===== src/rtl/fetch_pkg.sv =====
// Shared fetch-stage types and constants, used by the fetch unit and the decoder.
package fetch_pkg;

  // Native address and instruction width of the core.
  localparam int XLEN = 32;

  // Canonical no-op (addi x0, x0, 0). The decoder substitutes it for a dropped slot.
  localparam logic [XLEN-1:0] NOP_INSTR = 32'h0000_0013;

  // One decoded-side buffer entry: an instruction word paired with its fetch PC.
  typedef struct packed {
    logic [XLEN-1:0] pc;
    logic [XLEN-1:0] instr;
    logic            misal;
  } fetch_entry_t;

  // Width of an occupancy counter that must hold values 0..depth inclusive.
  function automatic int cnt_width(input int depth);
    return $clog2(depth) + 1;
  endfunction

endpackage


===== src/rtl/sync_fifo.sv =====
// Single-clock FIFO with push/pop/clear and an occupancy count.
// DEPTH must be a power of two so the pointers wrap naturally.
// Clear has priority over push and pop and empties the FIFO on the next edge.
module sync_fifo #(
  parameter  int WIDTH = 8,
  parameter  int DEPTH = 2,
  localparam int AW    = $clog2(DEPTH),
  localparam int CW    = $clog2(DEPTH) + 1
) (
  input  logic             clk,
  input  logic             rst_n,
  input  logic             clear_i,
  input  logic             push_i,
  input  logic [WIDTH-1:0] wdata_i,
  input  logic             pop_i,
  output logic [WIDTH-1:0] rdata_o,
  output logic [CW-1:0]    count_o
);

  logic [WIDTH-1:0] mem_q [DEPTH];
  logic [AW-1:0]    wr_ptr_q;
  logic [AW-1:0]    rd_ptr_q;
  logic [CW-1:0]    count_q;

  // Pointer and occupancy bookkeeping; clear and reset both empty the FIFO.
  always_ff @(posedge clk) begin
    if (!rst_n || clear_i) begin
      wr_ptr_q <= '0;
      rd_ptr_q <= '0;
      count_q  <= '0;
    end else begin
      if (push_i) wr_ptr_q <= wr_ptr_q + AW'(1);
      if (pop_i)  rd_ptr_q <= rd_ptr_q + AW'(1);
      count_q <= count_q + CW'(push_i) - CW'(pop_i);
    end
  end

  // Storage array; no reset needed since count gates visibility of every slot.
  always_ff @(posedge clk) begin
    if (push_i && !clear_i) begin
      mem_q[wr_ptr_q] <= wdata_i;
    end
  end

  assign rdata_o = mem_q[rd_ptr_q];
  assign count_o = count_q;

`ifndef SYNTHESIS
  // Protocol checks: the owner must never overflow or underflow the FIFO.
  always_ff @(posedge clk) begin
    if (rst_n && !clear_i) begin
      assert (!(push_i && !pop_i && count_q == CW'(DEPTH)))
        else $error("sync_fifo: push into full FIFO");
      assert (!(pop_i && count_q == '0))
        else $error("sync_fifo: pop from empty FIFO");
    end
  end
`endif

endmodule


===== src/rtl/instr_fetch_unit.sv =====
// Instruction fetch unit: accepts PCs, issues word reads to instruction memory,
// pairs each returned word with its PC and buffers it for the decoder.
//
// Handshakes (all sampled on posedge clk):
//   PC side     : a PC is consumed when pc_valid & pc_ready; pc_ready == imem_req & imem_gnt.
//   Memory side : a request is accepted when imem_req & imem_gnt; responses arrive in
//                 order on imem_rvalid at least one cycle after their grant.
//   Decode side : an entry is consumed when instr_valid & instr_ready; instr_valid never
//                 depends on instr_ready, and the entry holds until consumed or flushed.
//
// Credit scheme: buffered entries plus every outstanding request (including ones whose
// data will be dropped after a flush) may never exceed DEPTH, so every returning word
// always has a buffer slot waiting for it.
module instr_fetch_unit #(
  parameter int XLEN  = fetch_pkg::XLEN,
  parameter int DEPTH = 2
) (
  input  logic            clk,
  input  logic            rst_n,
  input  logic [XLEN-1:0] pc_in,
  input  logic            pc_valid,
  output logic            pc_ready,
  input  logic            flush,
  output logic            imem_req,
  output logic [XLEN-1:0] imem_addr,
  input  logic            imem_gnt,
  input  logic            imem_rvalid,
  input  logic [XLEN-1:0] imem_rdata,
  output logic            instr_valid,
  input  logic            instr_ready,
  output logic [XLEN-1:0] instr_out,
  output logic [XLEN-1:0] instr_pc,
  output logic            instr_misal
);

  import fetch_pkg::*;

  localparam int CW = cnt_width(DEPTH);
  localparam int IW = XLEN + 1;      // in-flight entry: {pc, misal}
  localparam int BW = 2 * XLEN + 1;  // buffer entry:    {pc, instr, misal}
  localparam logic [CW:0] SLOTS = (CW + 1)'(DEPTH);

  // Outstanding = requests granted but not yet answered (kept or to-be-dropped).
  logic [CW-1:0] outstanding_q, outstanding_d;
  // Responses still owed by memory for requests that were flushed.
  logic [CW-1:0] drop_cnt_q, drop_cnt_d;

  logic [CW-1:0] buf_count;
  logic [CW-1:0] infl_count;
  logic [CW:0]   used_slots;
  logic          has_credit;
  logic          grant;
  logic          drop_pending;
  logic          resp_keep;
  logic          buf_pop;

  logic [IW-1:0] infl_wdata, infl_rdata;
  logic [BW-1:0] buf_wdata, buf_rdata;
  logic [XLEN-1:0] infl_pc;
  logic            infl_misal;

  // Request issue: only with a free slot, never during flush or reset.
  always_comb begin
    used_slots = {1'b0, buf_count} + {1'b0, outstanding_q};
    has_credit = used_slots < SLOTS;
    imem_req   = rst_n & pc_valid & ~flush & has_credit;
    grant      = imem_req & imem_gnt;
  end

  assign pc_ready  = grant;
  assign imem_addr = {pc_in[XLEN-1:2], 2'b00};

  // A response is kept only when no flushed request is still owed and no flush is
  // active this cycle; older dropped responses always come back first.
  always_comb begin
    drop_pending = (drop_cnt_q != '0);
    resp_keep    = imem_rvalid & ~drop_pending & ~flush;
    buf_pop      = instr_valid & instr_ready;
  end

  // Outstanding and drop bookkeeping; a flush converts every live request into a drop,
  // except one answered in the flush cycle itself, which is discarded immediately.
  always_comb begin
    outstanding_d = outstanding_q + CW'(grant) - CW'(imem_rvalid);
    drop_cnt_d    = drop_cnt_q;
    if (flush) begin
      drop_cnt_d = outstanding_q - CW'(imem_rvalid);
    end else if (imem_rvalid && drop_pending) begin
      drop_cnt_d = drop_cnt_q - CW'(1);
    end
  end

  // Counter registers.
  always_ff @(posedge clk) begin
    if (!rst_n) begin
      outstanding_q <= '0;
      drop_cnt_q    <= '0;
    end else begin
      outstanding_q <= outstanding_d;
      drop_cnt_q    <= drop_cnt_d;
    end
  end

  // PCs of live requests, in issue order.
  assign infl_wdata = {pc_in, (pc_in[1:0] != 2'b00)};

  sync_fifo #(
    .WIDTH (IW),
    .DEPTH (DEPTH)
  ) u_inflight (
    .clk     (clk),
    .rst_n   (rst_n),
    .clear_i (flush),
    .push_i  (grant),
    .wdata_i (infl_wdata),
    .pop_i   (resp_keep),
    .rdata_o (infl_rdata),
    .count_o (infl_count)
  );

  assign infl_pc    = infl_rdata[IW-1:1];
  assign infl_misal = infl_rdata[0];

  // Output buffer presented to the decoder.
  assign buf_wdata = {infl_pc, imem_rdata, infl_misal};

  sync_fifo #(
    .WIDTH (BW),
    .DEPTH (DEPTH)
  ) u_outbuf (
    .clk     (clk),
    .rst_n   (rst_n),
    .clear_i (flush),
    .push_i  (resp_keep),
    .wdata_i (buf_wdata),
    .pop_i   (buf_pop),
    .rdata_o (buf_rdata),
    .count_o (buf_count)
  );

  assign instr_valid = (buf_count != '0);
  assign instr_pc    = buf_rdata[BW-1:XLEN+1];
  assign instr_out   = buf_rdata[XLEN:1];
  assign instr_misal = buf_rdata[0];

`ifndef SYNTHESIS
  // Memory must never answer a request that was never granted; the in-flight queue
  // must always account for exactly the non-dropped outstanding requests.
  always_ff @(posedge clk) begin
    if (rst_n) begin
      assert (!(imem_rvalid && outstanding_q == '0))
        else $error("instr_fetch_unit: imem_rvalid with nothing outstanding");
      assert (outstanding_q == infl_count + drop_cnt_q)
        else $error("instr_fetch_unit: outstanding bookkeeping out of step");
    end
  end
`endif

endmodule


===== config.mk =====
export PLATFORM = sky130hd
export DESIGN_NAME = instr_fetch_unit
export DESIGN_NICKNAME = d
export VERILOG_FILES = /design/src/rtl/fetch_pkg.sv /design/src/rtl/sync_fifo.sv /design/src/rtl/instr_fetch_unit.sv
export SDC_FILE = /design/constraint.sdc
export NUM_CORES = 1
export LEC_CHECK = 0
export BUFFER_PORTS_ARGS = -buffer_cell sky130_fd_sc_hd__buf_4
export CAP_MARGIN = 20
export CORE_MARGIN = 2
export CORE_UTILIZATION = 42
export DETAILED_ROUTE_END_ITERATION = 12
export PLACE_DENSITY = 0.72
export SETUP_SLACK_MARGIN = 0.5
export SLEW_MARGIN = 20
export SYNTH_ARGS = -nofsm -noshare
export SYNTH_HDL_FRONTEND = slang
export SYNTH_SLANG_ARGS = --single-unit

===== constraint.sdc =====
create_clock -name clk -period 11.3 [get_ports clk]
set_input_delay 3.39 -clock clk [delete_from_list [all_inputs] [get_ports clk]]
set_output_delay 3.39 -clock clk [all_outputs]
set_load 0.03 [all_outputs]

# == Yosys cells after proc, flatten, opt, wreduce, memory -nomap -nowiden ==
# Memory sizes are Yosys's and may differ from the RTL's. A register that Yosys moved wholly into a read port is not among the register bits.
# Cells that the tools add are included.
# classes
addsub,11
order_cmp,1
mux,10
n_bitwise,9
reduce_logical,10
# op_table
op,n
$mux W1,8
$reduce_bool A2 Y1,4
$and A1 B1 Y1,7
$sub A2 B1 Y2,3
$add A1 B1 Y1 const B,4
$add A2 B1 Y2,2
$mux W2,2
$add A2 B2 Y3,1
$logic_and A1 B1 Y1,3
$lt A3 B2 Y1 const B,1
$logic_not A1 Y1,2
$not A1 Y1,2
$sub A2 B1 Y2 const B,1
$logic_or A1 B1 Y1,1
# totals
regBits,10
mem_bits_rw,196
in_bits,71
output_inout_bits,100
word_cells,50
memories,2
# memory_table
name,depth,width,read_ports,rd_ports_with_merged_regs,wr,line_no,source
u_outbuf.mem_q,2,65,1,1,1,sync_fifo.sv:20,logic [WIDTH-1:0] mem_q [DEPTH];
u_inflight.mem_q,2,33,1,1,1,sync_fifo.sv:20,

# == Logic depth before layout (Yosys ltp) ==
# Gate-level depths: netlist (run 1).
# depth
ltp_word,7
mapped_depth,7

# == Cells and area by module ==
# Synthesis (run 1) repeated with hierarchy kept, for this count alone.
# unflattened
cells_unflattened,414
area_unflattened_um2,8415.6
# modules_own_cells
module,instances,cells_per_inst,area_each_um2,seq_area_each_um2
sync_fifo (u_outbuf),1,223,5113.7,4003.8
sync_fifo (u_inflight),1,124,2755.1,2082.0
instr_fetch_unit,1,67,546.8,80.1

# == Worst setup path before layout (run 1) ==
# Ideal clock, no wire load.
# synth_timing
path_type,input to register
start,input flush
end,memory u_outbuf.mem_q[0][0] (netlist name) (enable)
setup_ns,0.568
arrival_time_ns,8.065
required_time_ns,10.732
slack_ns,2.667
path_stages,2
path_cell_list,clkbuf_1 nor3_1
# synth_via
elab_chain_len,5
# synth_rtl
item,line_no,source
from (decl),instr_fetch_unit.sv:23,"input logic flush,"
$not A1 Y1,instr_fetch_unit.sv:77,resp_keep = imem_rvalid & ~drop_pending & ~flush;
$and A1 B1 Y1,instr_fetch_unit.sv:77,
$logic_and A1 B1 Y1 (*),sync_fifo.sv:40,if (push_i && !clear_i) begin
$mux W1 (*),sync_fifo.sv:40,
$mux W1 (implied by the code) (*),sync_fifo.sv:41,mem_q[wr_ptr_q] <= wdata_i;
to (decl),sync_fifo.sv:20,
# Every way passes the cells marked *; elsewhere a longest branch is shown, timed or not.

# == Worst setup path in the final report (run 1) ==
# layout_timing
start,input pc_valid
end,output pc_ready
# layout_via
elab_chain_len,4
# layout_rtl
item,line_no,source
from (decl),instr_fetch_unit.sv:21,"input logic pc_valid,"
$and A1 B1 Y1 (3 in a row),instr_fetch_unit.sv:66,imem_req = rst_n & pc_valid & ~flush & has_credit;
$and A1 B1 Y1,instr_fetch_unit.sv:67,grant = imem_req & imem_gnt;
to (decl),instr_fetch_unit.sv:22,"output logic pc_ready,"
# No other way between the ends.

==> results of run 1 <==
## cell families (layout without fill, tap and decap cells)
| family | count (synthesis) | count (layout) | share of synthesized area, % |
|---|---|---|---|
| adder cells (fa/ha/maj) | 5 | 5 | 0.886 |
| flip-flops | 208 | 208 | 77.5 |
| buffers and inverters | 49 | 215 | 3.99 |
| AND/OR/NAND/NOR | 33 | 33 | 2.36 |
| XOR/XNOR | 6 | 6 | 0.665 |
| AO/OA/AOI/OAI | 5 | 5 | 0.491 |
| other | 1 | 2 | 0.0474 |
| multiplexers | 99 | 99 | 14.1 |
## critical path, delay by kind of cell
kind | cells | cell delay [ps]
AND/OR/NAND/NOR | 2 | 580
buffers and inverters | 2 | 260
## per-stage QoR
stage	utilization (%)	power, W	setup WS [ps]
2_1_floorplan	-	0.000992	2670
3_3_place_gp	49.6	0.00105	3700
3_5_place_dp	49.6	0.00105	3670
4_1_cts	53.2	0.00172	3670
5_1_grt	53.2	0.00176	3600
6_report	53.2	0.00170	3670
## layout make-up
class	count	share of cell area [%]
repair buffers	171	13.0
clock inverters	12	0.836
clock buffers	27	5.98
inverters	5	0.190
multi-input cells	150	15.0
flip-flops and latches	208	62.0
well taps	234	2.96
## per-layer routing
layer / up-vias / global-route usage [%] / share of wire (%)
met3: 20 / 3.19 / 6.4
met4: 0 / 3.68 / 1.7
met5: - / 0 / 0
met2: 142 / 23.5 / 52
li1: 1815 / - / -
met1: 1870 / 16.4 / 40
## power by group
group,switching [W],leakage (nW),internal (W)
clock network,0.000272,0.324,0.000392
logic,0.0000865,1.37,0.0000672
registers,0.0000105,1.88,0.000868
## path summary, 6_finish.rpt
path                                          start                      to  slack [ps]
worst max-delay path                       pc_valid                pc_ready        3670
worst min-delay path            u_inflight.wr_ptr_q     u_inflight.wr_ptr_q         490
worst max register to register  u_outbuf.count_o[0]  u_inflight.mem_q[1][0]        8530
worst min register to register  u_inflight.wr_ptr_q     u_inflight.wr_ptr_q         490
## sequential cells by signal, indices dropped and copies added, names as in the netlist, named ones only
signal and count:
u_outbuf.rd_ptr_q 1, u_inflight.wr_ptr_q 1, drop_cnt_q 2, u_inflight.mem_q 66, u_outbuf.count_o 2, u_inflight.rd_ptr_q 1, u_outbuf.mem_q 130, outstanding_q 2
u_outbuf.wr_ptr_q 1
## cell usage in the layout (no fill, tap or decap), drive strengths merged, types with 2 or more instances in the layout
cell type / synthesis / routed
clkbuf: 3 / 27
or2: 2 / 2
nor2b: 3 / 3
nand2: 4 / 4
and2: 4 / 4
ha: 4 / 4
nand2b: 2 / 2
edfxtp: 196 / 196
inv: 5 / 5
clkinv: 0 / 9
buf: 41 / 171
nor3: 3 / 3
mux2: 98 / 98
conb: 1 / 2
xnor2: 3 / 3
clkinvlp: 0 / 2
nor2: 9 / 9
dfxtp: 12 / 12
xor2: 3 / 3
==> results.md, run 1 <==
| Item | Value |
|---|---|
| Run status | finished, final reports clean |
| Wire length of the first global-routing pass | 20,900 um |
| Area Growth Syn to Fin | 25.0% |
| Final period utilization | 67.5% |
| Number of inserted diodes | 0 |
| Aggregate global routing overflow | 0 |
| Core region area | 18,600 um^2 |
| Vias/cell | 4.77 |
| Die Ht | 141 um |
| Final setup vio count | 0 |
| Sequential Area | 6130 um^2 |
| Setup repair after global routing missed its margin | no |
| Number of antenna violations at the first check in global routing | 0 |
| Resize count post-CTS | 0 |
| Startpoint type of the worst setup path | input port |
| Initial Utilization | 42.6% |
| Critical path fanouts, max | 5 |
| Sequential fraction of the synthesis area | 77.5% |
| Via count | 3,847 |
| CTS Buf Count | 22 |
| TritonCTS clock tree | done |
| Maximum clock skew at final layout | 13.6 ps |
| Area of the multi-input gates | 1480 um^2 |
| Minimum clock period | 7630 ps |
| Worst min-delay path category | reg2reg |
| Cell taking the most area after synthesis | edfxtp_1 |
| Maximum number of pins on one net before global-route repair | 66 |
| Top cell types by occurrence after synthesis | 196 x edfxtp_1, 98 x mux2_2, 32 x buf_4 |
| Post-Layout Cell Count | 807 |
| Share of the synthesized area in the top cell type | 74.4% |
| Register bit count reported by yosys | 208 |
| Clock insertion delay at the later pin of the skew report | 490 ps |
| Synth cell types | 31 |
| Post-Route Setup TNS | 0 ps |
| TritonCTS sink count | 208 |
| Clock slew seen by the registers of the worst setup and hold paths | 60 ps |
| Total Routed Length | 13,500 um |
| Mean area per synthesized cell | 19.5 um^2 |
| Routed length per instance | 16.7 um |
| Data arrival, critical path | 4240 ps |
| Worst path max stage delay | 400 ps |
| Hold slack final | 491 ps |
| Estimated wirelength of the detail-placed design | 8130 um |
| Fraction of layout instances using a drive strength above 1 | 53.8% |
| Worst hold path depth | 2 |
| Residual DRC | 0 |
| Worst-case headroom to the max-slew limit | 35.3% |
| Cell seen most often among critical-path stages | buf_4 |
| Dpl cells | 768 |
| CP max-delay cell | or3b_4 |
| Initial detailed-routing violation count | 157 |
| Top cells by area, synth | edfxtp_1 74%, mux2_2 14%, dfxtp_1 3.0% |
| Power density normalized to cell area | 172 nW/um^2 |
| Number of global-route vias before repair | 3,984 |
| Chip Width | 141 um |
| Setup crit end kind | primary output |
| Fin. Hold Viols | 0 |
| Most used standard cell by instance count after synthesis | edfxtp_1 |
| All-layer global routing usage | 13.3% |
| Final count of pins violating max slew | 0 |
| Top FF cell, synth | edfxtp_1 |
| LEAKAGE | 3.58 nW |
| Data required time at the worst endpoint | 7910 ps |
| Boundary pin count | 171 |
| Initial DRT Pass Iterations | 4 |
| Fmax | 131 MHz |
| Transition at the pin with the smallest max-transition slack | 970 ps |
| Post-CTS Hold Buffers | 0 |
| Synth warnings | 0 |
| Placer's final routability congestion estimate | 0.750 |
| I/O Buffers | 168 |
| Max-cap violation count | 0 |
| Buffer type at the clock tree root | clkbuf_16 |
| Post-route cell area | 9880 um^2 |
| Cell count after synthesis | 406 |
| Number of filler instances in the final layout | 1,458 |
| Placed standard-cell area | 9210 um^2 |
| Largest buffer count on any clock path | 3 |
| Count of nets left with antenna violations after detail routing | 0 |
| Path depth of the worst reg2reg path | 6 |
| H-tree level count | 1 |
| Netlist area before placement | 7910 um^2 |
| Count of buffers added by post-CTS timing repair for setup | 0 |
| Die footprint | 19,900 um^2 |
| Number of enable flip-flop cells after synthesis | 196 |
| Count of standard-cell rows | 50 |
| Critical Path, Cell by Cell | buf_4 > or3b_4 > nor2_1 > buf_4 |
| Fraction of synthesis flops using an asynchronous set or reset pin | 0% |
| Net total in the final layout | 634 |
| Critical path type | in2out |
| Peak ir drop on the vdd network | 0.113 mV |
(Power assumes the default switching activity.)
==> run 2: changes to the inputs <==
==> constraint.sdc (replaced) <==
create_clock -name clk -period 8 [get_ports clk]
set_input_delay 2.4 -clock clk [delete_from_list [all_inputs] [get_ports clk]]
set_output_delay 2.4 -clock clk [all_outputs]
set_load 0.03 [all_outputs]
==> run 2 against run 1 <==
Net effect:
- clock skew decreased by 5.6 ps
- final cell count increased by 0.25%
- hold slack improved by 7.4 ps
- die area unchanged
- critical path depth unchanged
- first-iteration DRC count decreased by 20%
- critical path type unchanged
- clock power increased by 53%
- flip-flop and latch count unchanged
- via count increased by 0.99%
- highest routed layer unchanged
- clock-buffer cell count increased by 3
- cell area increased by 0.76%
==> results.md, run 2 (same netlist as run 1, synthesis figures left out) <==
| Item | Value | vs previous |
|---|---|---|
| Die Ht | 141 um | unchanged |
| Startpoint type of the worst setup path | input port |  |
| Cell internal pwr | 0.00195 W | +47% |
| Clock slew seen by the registers of the worst setup and hold paths | 60 ps | about the same |
| Number of global-route vias before repair | 4,152 | +4.2% |
| Final setup vio count | 0 | unchanged |
| Data arrival, critical path | 3260 ps | -980 ps |
| Count of standard-cell rows | 50 | unchanged |
| All-layer global routing usage | 13.1% | -0.27 points |
| Clock insertion delay at the later pin of the skew report | 490 ps | about the same |
| Fin. Hold Viols | 0 | unchanged |
| TritonCTS clock tree | done |  |
| Total buffers and inverters traversed by the critical path | 2 | unchanged |
| I/O Buffers | 168 | unchanged |
| Die footprint | 19,900 um^2 | unchanged |
| Total Routed Length | 13,500 um | about the same |
| Transition at the pin with the smallest max-transition slack | 931 ps | -39.0 ps |
| Worst min-delay path category | reg2reg |  |
| Critical path type | in2out |  |
| Data required time at the worst endpoint | 5600 ps | -2310 ps |
| Final period utilization | 70.7% |  |
| CTS Buf Count | 22 | unchanged |
| Count of buffers added by post-CTS timing repair for setup | 0 | unchanged |
| Minimum clock period | 5660 ps |  |
| Run status | finished, final reports clean |  |
| Number of antenna violations at the first check in global routing | 0 | unchanged |
| Number of inserted diodes | 0 | unchanged |
| Largest register by flop count | u_outbuf.mem_q |  |
| Fmax | 177 MHz |  |
| Largest buffer count on any clock path | 3 | unchanged |
| Worst hold path endpoint | u_inflight.wr_ptr_q |  |
| Setup crit end kind | primary output |  |
| Fraction of layout instances using a drive strength above 1 | 53.9% | +0.16 points |
| Initial DRT Pass Iterations | 4 | unchanged |
| Part of the total power dissipated in sequential elements | 50.1% | -1.7 points |
| Flip-flop count of the largest register after layout | 130 | unchanged |
| Placed standard-cell area | 9220 um^2 | +0.12% |
| Number of filler instances in the final layout | 1,461 | +0.21% |
| Estimated wirelength of the detail-placed design | 8450 um | +3.9% |
| Post-route cell area | 9960 um^2 | +0.76% |
| Post-Layout Cell Count | 809 | +0.25% |
| Count of nets left with antenna violations after detail routing | 0 | unchanged |
| Cell seen most often among critical-path stages | buf_4 |  |
| Path depth of the worst reg2reg path | 6 | unchanged |
| End of the worst register-to-register path | u_inflight.mem_q[1][8] |  |
| Placer's final routability congestion estimate | 0.730 | -2.7% |
| Worst path max stage delay | 390 ps | about the same |
| Final count of pins violating max slew | 0 | unchanged |
| Setup repair after global routing missed its margin | no |  |
| Switching Power | 0.000527 W | +43% |
| Max-cap violation count | 0 | unchanged |
| Critical path fanouts, max | 5 | unchanged |
| Min-Delay Startpoint | u_inflight.wr_ptr_q |  |
| Residual DRC | 0 | unchanged |
| Wire length of the first global-routing pass | 20,600 um | -1.5% |
| Area Growth Syn to Fin | 25.9% |  |
| Chip Width | 141 um | unchanged |
| Resize count post-CTS | 0 | unchanged |
| Post-CTS Hold Buffers | 0 | unchanged |
| LEAKAGE | 3.60 nW | +0.72% |
| Worst setup slack for register-to-register paths | 5210 ps | -3320 ps |
| CP max-delay cell | or3b_4 |  |
| Commonest non-fill, non-tap cell in the layout | edfxtp_1 |  |
| Commonest non-fill, non-tap cells in the layout | 196 x edfxtp_1, 172 x buf_4, 98 x mux2_2 |  |
| H-tree level count | 1 | unchanged |
| Switching portion of total power | 21.3% | -0.49 points |
| Dpl cells | 769 | +0.13% |
| Biggest registers after layout | u_outbuf.mem_q x130, u_inflight.mem_q x66 |  |
| Worst-case headroom to the max-slew limit | 37.9% | +2.6 points |
| TritonCTS sink count | 208 | unchanged |
| Fraction of power consumed by the clock network | 41.0% | +1.8 points |
| Core region area | 18,600 um^2 | unchanged |
| Power share of the combinational group | 8.9% | -0.2 points |
| Peak ir drop on the vdd network | 0.238 mV | +110% |
| Boundary pin count | 171 | unchanged |
| Critical Path, Cell by Cell | buf_4 > or3b_4 > nor2_1 > buf_4 |  |
| Startpoint of the worst-slack reg-to-reg timing path | u_outbuf.count_o[0] |  |
| Maximum clock skew at final layout | 8.04 ps | -5.57 ps |
| Maximum number of pins on one net before global-route repair | 66 | unchanged |
| Worst hold path depth | 2 | unchanged |
| Via count | 3,885 | +0.99% |
| Power density normalized to cell area | 249 nW/um^2 | +45% |
| Net total in the final layout | 635 | +0.16% |
| Vias/cell | 4.80 | +0.74% |
| Buffer type at the clock tree root | clkbuf_16 |  |
| Routed length per instance | 16.7 um | -0.20% |
| Top cell family by delay on the critical path | simple AND/OR/NAND/NOR gates |  |
| Initial Utilization | 42.6% | unchanged |
| Initial detailed-routing violation count | 126 | -20% |
| Post-Route Setup TNS | 0 ps | unchanged |
| Cell depth of the worst setup path | 4 | unchanged |
| Aggregate global routing overflow | 0 | unchanged |
-- run 2: how the worst max path moves through the flow --
stage,start,endpoint,slack (ps)
after floorplan,flush,pc_ready,2340
after global placement,pc_valid,pc_ready,2380
after detailed placement,pc_valid,pc_ready,2340
after CTS,pc_valid,pc_ready,2340
after global routing,pc_valid,pc_ready,2270
final,pc_valid,pc_ready,2340
-- run 2: layout make-up --
cell class	instances	area (um^2)	area share, %
flip-flops and latches	208	6130	61.5
multi-input cells	150	1490	15.0
repair buffers	172	1290	13.0
clock buffers	30	602	6.04
well taps	234	293	2.94
clock inverters	10	135	1.36
inverters	5	18.8	0.188
-- run 2: per-stage QoR --
step           hold WS [ps]  total power, W  setup WS [ps]  util (%)
6_report                498         0.00248           2340      53.6
2_1_floorplan           441         0.00140           2340         -
5_1_grt                 529         0.00257           2270      53.6
3_3_place_gp            467         0.00148           2380      49.6
3_5_place_dp            491         0.00149           2340      49.6
4_1_cts                 503         0.00251           2340      53.6
-- run 2: power by group through the flow --
stage               Clock [W]  Combinational (W)  Sequential (W)
global route          0.00109           0.000234         0.00124
CTS                   0.00105           0.000223         0.00124
detailed placement          0           0.000222         0.00126
floorplan                   0           0.000143         0.00126
finish                0.00102           0.000220         0.00124
global placement            0           0.000216         0.00126
-- run 2: routing by layer --
metal  global-route usage [%]  up-vias  wire [um]
met5                        0        -          0
met2                     23.8      129       6870
met1                     15.4     1919       5510
met3                     2.96       23        824
met4                     3.74        0        266
li1                         -     1814          -
-- run 2: tightest hold or removal path, stage by stage (launching register included) --
cell	delay [ps]
dfxtp_1	330
nand2_1	70
o21bai_1	60
==> run 3: changes to the inputs <==
--- a/config.mk
+++ b/config.mk
@@ -5,6 +5,7 @@
 export SDC_FILE = /design/constraint.sdc
 export NUM_CORES = 1
 export LEC_CHECK = 0
+export ABC_AREA = 1
 export BUFFER_PORTS_ARGS = -buffer_cell sky130_fd_sc_hd__buf_4
 export CAP_MARGIN = 20
 export CORE_MARGIN = 2
==> constraint.sdc (replaced) <==
create_clock -name clk -period 5.55 [get_ports clk]
set_input_delay 1.665 -clock clk [delete_from_list [all_inputs] [get_ports clk]]
set_output_delay 1.665 -clock clk [all_outputs]
set_load 0.03 [all_outputs]
==> run 3 against run 2 <==
Net effect:
- via count increased by 3.6%
- routed wire length increased by 3.5%
- critical path type unchanged
- register-to-register slack got worse by 2200 ps
- hold slack got worse by 45 ps
- synthesized area increased by 1.0%
- setup slack got worse by 870 ps
- sequential power increased by 44%
- total power increased by 41%
- sequential share of layout area increased by 0.16 points
- clock-buffer cell count decreased by 1
==> results.md, run 3 <==
| Item | Value | vs previous |
|---|---|---|
| Count of buffers added by post-CTS timing repair for setup | 0 | unchanged |
| Final setup vio count | 0 | unchanged |
| Maximum number of pins on one net before global-route repair | 66 | unchanged |
| Clock slew seen by the registers of the worst setup and hold paths | 60 ps | about the same |
| Cell taking the most area after synthesis | edfxtp_1 |  |
| Number of global-route vias before repair | 4,233 | +2.0% |
| Post-Route Setup TNS | 0 ps | unchanged |
| Data required time at the worst endpoint | 3880 ps | -1720 ps |
| Register bit count reported by yosys | 208 | unchanged |
| Resize count post-CTS | 0 | unchanged |
| Sequential Area | 6130 um^2 | about the same |
| Number of inserted diodes | 0 | unchanged |
| Worst min-delay path category | reg2reg |  |
| Clock insertion delay at the later pin of the skew report | 490 ps | about the same |
| Setup repair after global routing missed its margin | no |  |
| Flip-flop count of the largest register after layout | 130 | unchanged |
| Minimum clock period | 4080 ps |  |
| Die Ht | 142 um | +0.50% |
| Startpoint type of the worst setup path | input port |  |
| Peak ir drop on the vdd network | 0.227 mV | -4.6% |
| Final period utilization | 73.4% |  |
| Fin. Hold Viols | 0 | unchanged |
| Critical path fanouts, max | 6 | +1 |
| Biggest registers after layout | u_outbuf.mem_q x130, u_inflight.mem_q x66 |  |
| Net total in the final layout | 658 | +3.6% |
| LEAKAGE | 3.66 nW | +1.5% |
| Commonest non-fill, non-tap cells in the layout | 196 x edfxtp_1, 172 x buf_4, 98 x mux2_2 |  |
| Number of antenna violations at the first check in global routing | 0 | unchanged |
| Largest buffer count on any clock path | 3 | unchanged |
| Core region area | 18,700 um^2 | +0.67% |
| TritonCTS sink count | 208 | unchanged |
| Chip Width | 142 um | +0.50% |
| Sequential fraction of the synthesis area | 76.7% | -0.79 points |
| Buffer type at the clock tree root | clkbuf_16 |  |
| Cell internal pwr | 0.00275 W | +41% |
| Fmax | 245 MHz |  |
| Aggregate global routing overflow | 0 | unchanged |
| Share of the synthesized area in the top cell type | 73.7% | -0.76 points |
| Critical Path, Cell by Cell | buf_4 > nand2_1 > nor2_2 > nand2_1 > clkinv_2 > nand2_2 > inv_1 > buf_4 |  |
| Most used standard cell by instance count after synthesis | edfxtp_1 |  |
| Dpl cells | 792 | +3.0% |
| Initial Utilization | 42.7% | +0.15 points |
| Maximum clock skew at final layout | 13.8 ps | +5.78 ps |
| Via count | 4,025 | +3.6% |
| Area of the multi-input gates | 1440 um^2 | -3.2% |
| CTS Buf Count | 22 | unchanged |
| Vias/cell | 4.85 | +0.98% |
| Power share of the combinational group | 8.7% | -0.2 points |
| Max-cap violation count | 0 | unchanged |
| Hold slack final | 453 ps | -45.4 ps |
| Data arrival, critical path | 2410 ps | -850 ps |
| Setup crit end kind | primary output |  |
| Final count of pins violating max slew | 0 | unchanged |
| Die footprint | 20,100 um^2 | +1.0% |
| Synth warnings | 0 | unchanged |
| I/O Buffers | 168 | unchanged |
| All-layer global routing usage | 13.5% | +0.47 points |
| Number of filler instances in the final layout | 1,457 | -0.27% |
| Cell count after synthesis | 429 | +5.7% |
| Transition at the pin with the smallest max-transition slack | 1050 ps | +117 ps |
| Mean area per synthesized cell | 18.6 um^2 | -4.4% |
| Power density normalized to cell area | 352 nW/um^2 | +42% |
| Total Routed Length | 13,900 um | +3.5% |
| CP max-delay cell | buf_4 |  |
| Initial DRT Pass Iterations | 4 | unchanged |
| Number of enable flip-flop cells after synthesis | 196 | unchanged |
| Total Power | 0.00350 W | +41% |
| Switching portion of total power | 21.4% | +0.14 points |
| Switching Power | 0.000750 W | +42% |
| Commonest non-fill, non-tap cell in the layout | edfxtp_1 |  |
| Total buffers and inverters traversed by the critical path | 4 | +2 |
| Top FF cell, synth | edfxtp_1 |  |
| Largest register by flop count | u_outbuf.mem_q |  |
| Run status | finished, final reports clean |  |
| Routed length per instance | 16.8 um | +0.89% |
| Top cells by area, synth | edfxtp_1 74%, mux2_2 14%, buf_4 3.1% |  |
| Netlist area before placement | 7990 um^2 | +1.0% |
| Post-Layout Cell Count | 830 | +2.6% |
| Fraction of layout instances using a drive strength above 1 | 52.2% | -1.7 points |
| Count of nets left with antenna violations after detail routing | 0 | unchanged |
| Worst path max stage delay | 150 ps | -240 ps |
| Residual DRC | 0 | unchanged |
| Part of the total power dissipated in sequential elements | 51.0% | +0.9 points |
| TritonCTS clock tree | done |  |
| Top cell types by occurrence after synthesis | 196 x edfxtp_1, 98 x mux2_2, 33 x buf_4 |  |
| H-tree level count | 1 | unchanged |
| Count of standard-cell rows | 50 | unchanged |
| Critical path type | in2out |  |
| Area Growth Syn to Fin | 24.4% |  |
| Fraction of synthesis flops using an asynchronous set or reset pin | 0% | unchanged |
| Fraction of power consumed by the clock network | 40.3% | -0.7 points |
| Top cell family by delay on the critical path | buffers and inverters |  |
| Placer's final routability congestion estimate | 0.777 | +6.4% |
| Wire length of the first global-routing pass | 21,100 um | +2.8% |
| Synth cell types | 23 | -26% |
| Boundary pin count | 171 | unchanged |
| Worst-case headroom to the max-slew limit | 29.9% | -8.0 points |
| Estimated wirelength of the detail-placed design | 8780 um | +3.9% |
| Initial detailed-routing violation count | 139 | +10% |
| Post-CTS Hold Buffers | 0 | unchanged |
## run 3: cell families after synthesis
family          synth area share [%]
buf+inv                         5.50
other cells                   0.0469
flops                           76.7
simple gates                    1.88
fa+ha+maj                      0.877
compound gates                 0.971
xor+xnor                       0.219
mux                             13.8
## run 3: metal layers
metal / wire [um] / vias to the layer above / GRT usage (%) / share of wire [%]
li1: - / 1873 / - / -
met1: 5560 / 1972 / 15.7 / 40
met2: 7060 / 148 / 24.2 / 51
met3: 880 / 32 / 3.24 / 6.3
met4: 435 / 0 / 5.26 / 3.1
met5: 0 / - / 0 / 0
## run 3: worst paths after layout
check                                    startpoint                      end  slack (ps)  depth (start not counted)
worst min register to register    u_outbuf.rd_ptr_q                 register         450                          1
worst max register to register  u_outbuf.count_o[0]  u_inflight.mem_q[0][31]        2970                          8
worst min-delay path              u_outbuf.rd_ptr_q                 register         450                          1
worst max-delay path                          rst_n                 pc_ready        1470                          8
## run 3: layout make-up
type | count | share of cell area (%)
clock buffer | 29 | 6.12
clock inverter | 9 | 0.919
inverter | 21 | 0.806
multi-input combinational | 157 | 14.5
sequential | 208 | 61.7
tap | 234 | 2.95
timing repair buffer | 172 | 13.0
## run 3: power by group through the flow
stage	registers (W)	clock network, W	logic [W]
final	0.00178	0.00141	0.000305
after CTS	0.00178	0.00145	0.000308
after global routing	0.00179	0.00151	0.000325
after detailed placement	0.00182	0	0.000306
after floorplan	0.00181	0	0.000201
after global placement	0.00181	0	0.000298
## run 3: metrics by stage
| stage | utilization, % | worst slack [ps] | cell area (um^2) |
|---|---|---|---|
| global placement | 49.4 | 1530 | 9240 |
| detailed placement | 49.4 | 1490 | 9240 |
| floorplan | - | 1390 | 7990 |
| CTS | 53.1 | 1490 | 9940 |
| finish | 53.1 | 1470 | 9940 |
| global route | 53.1 | 1380 | 9940 |
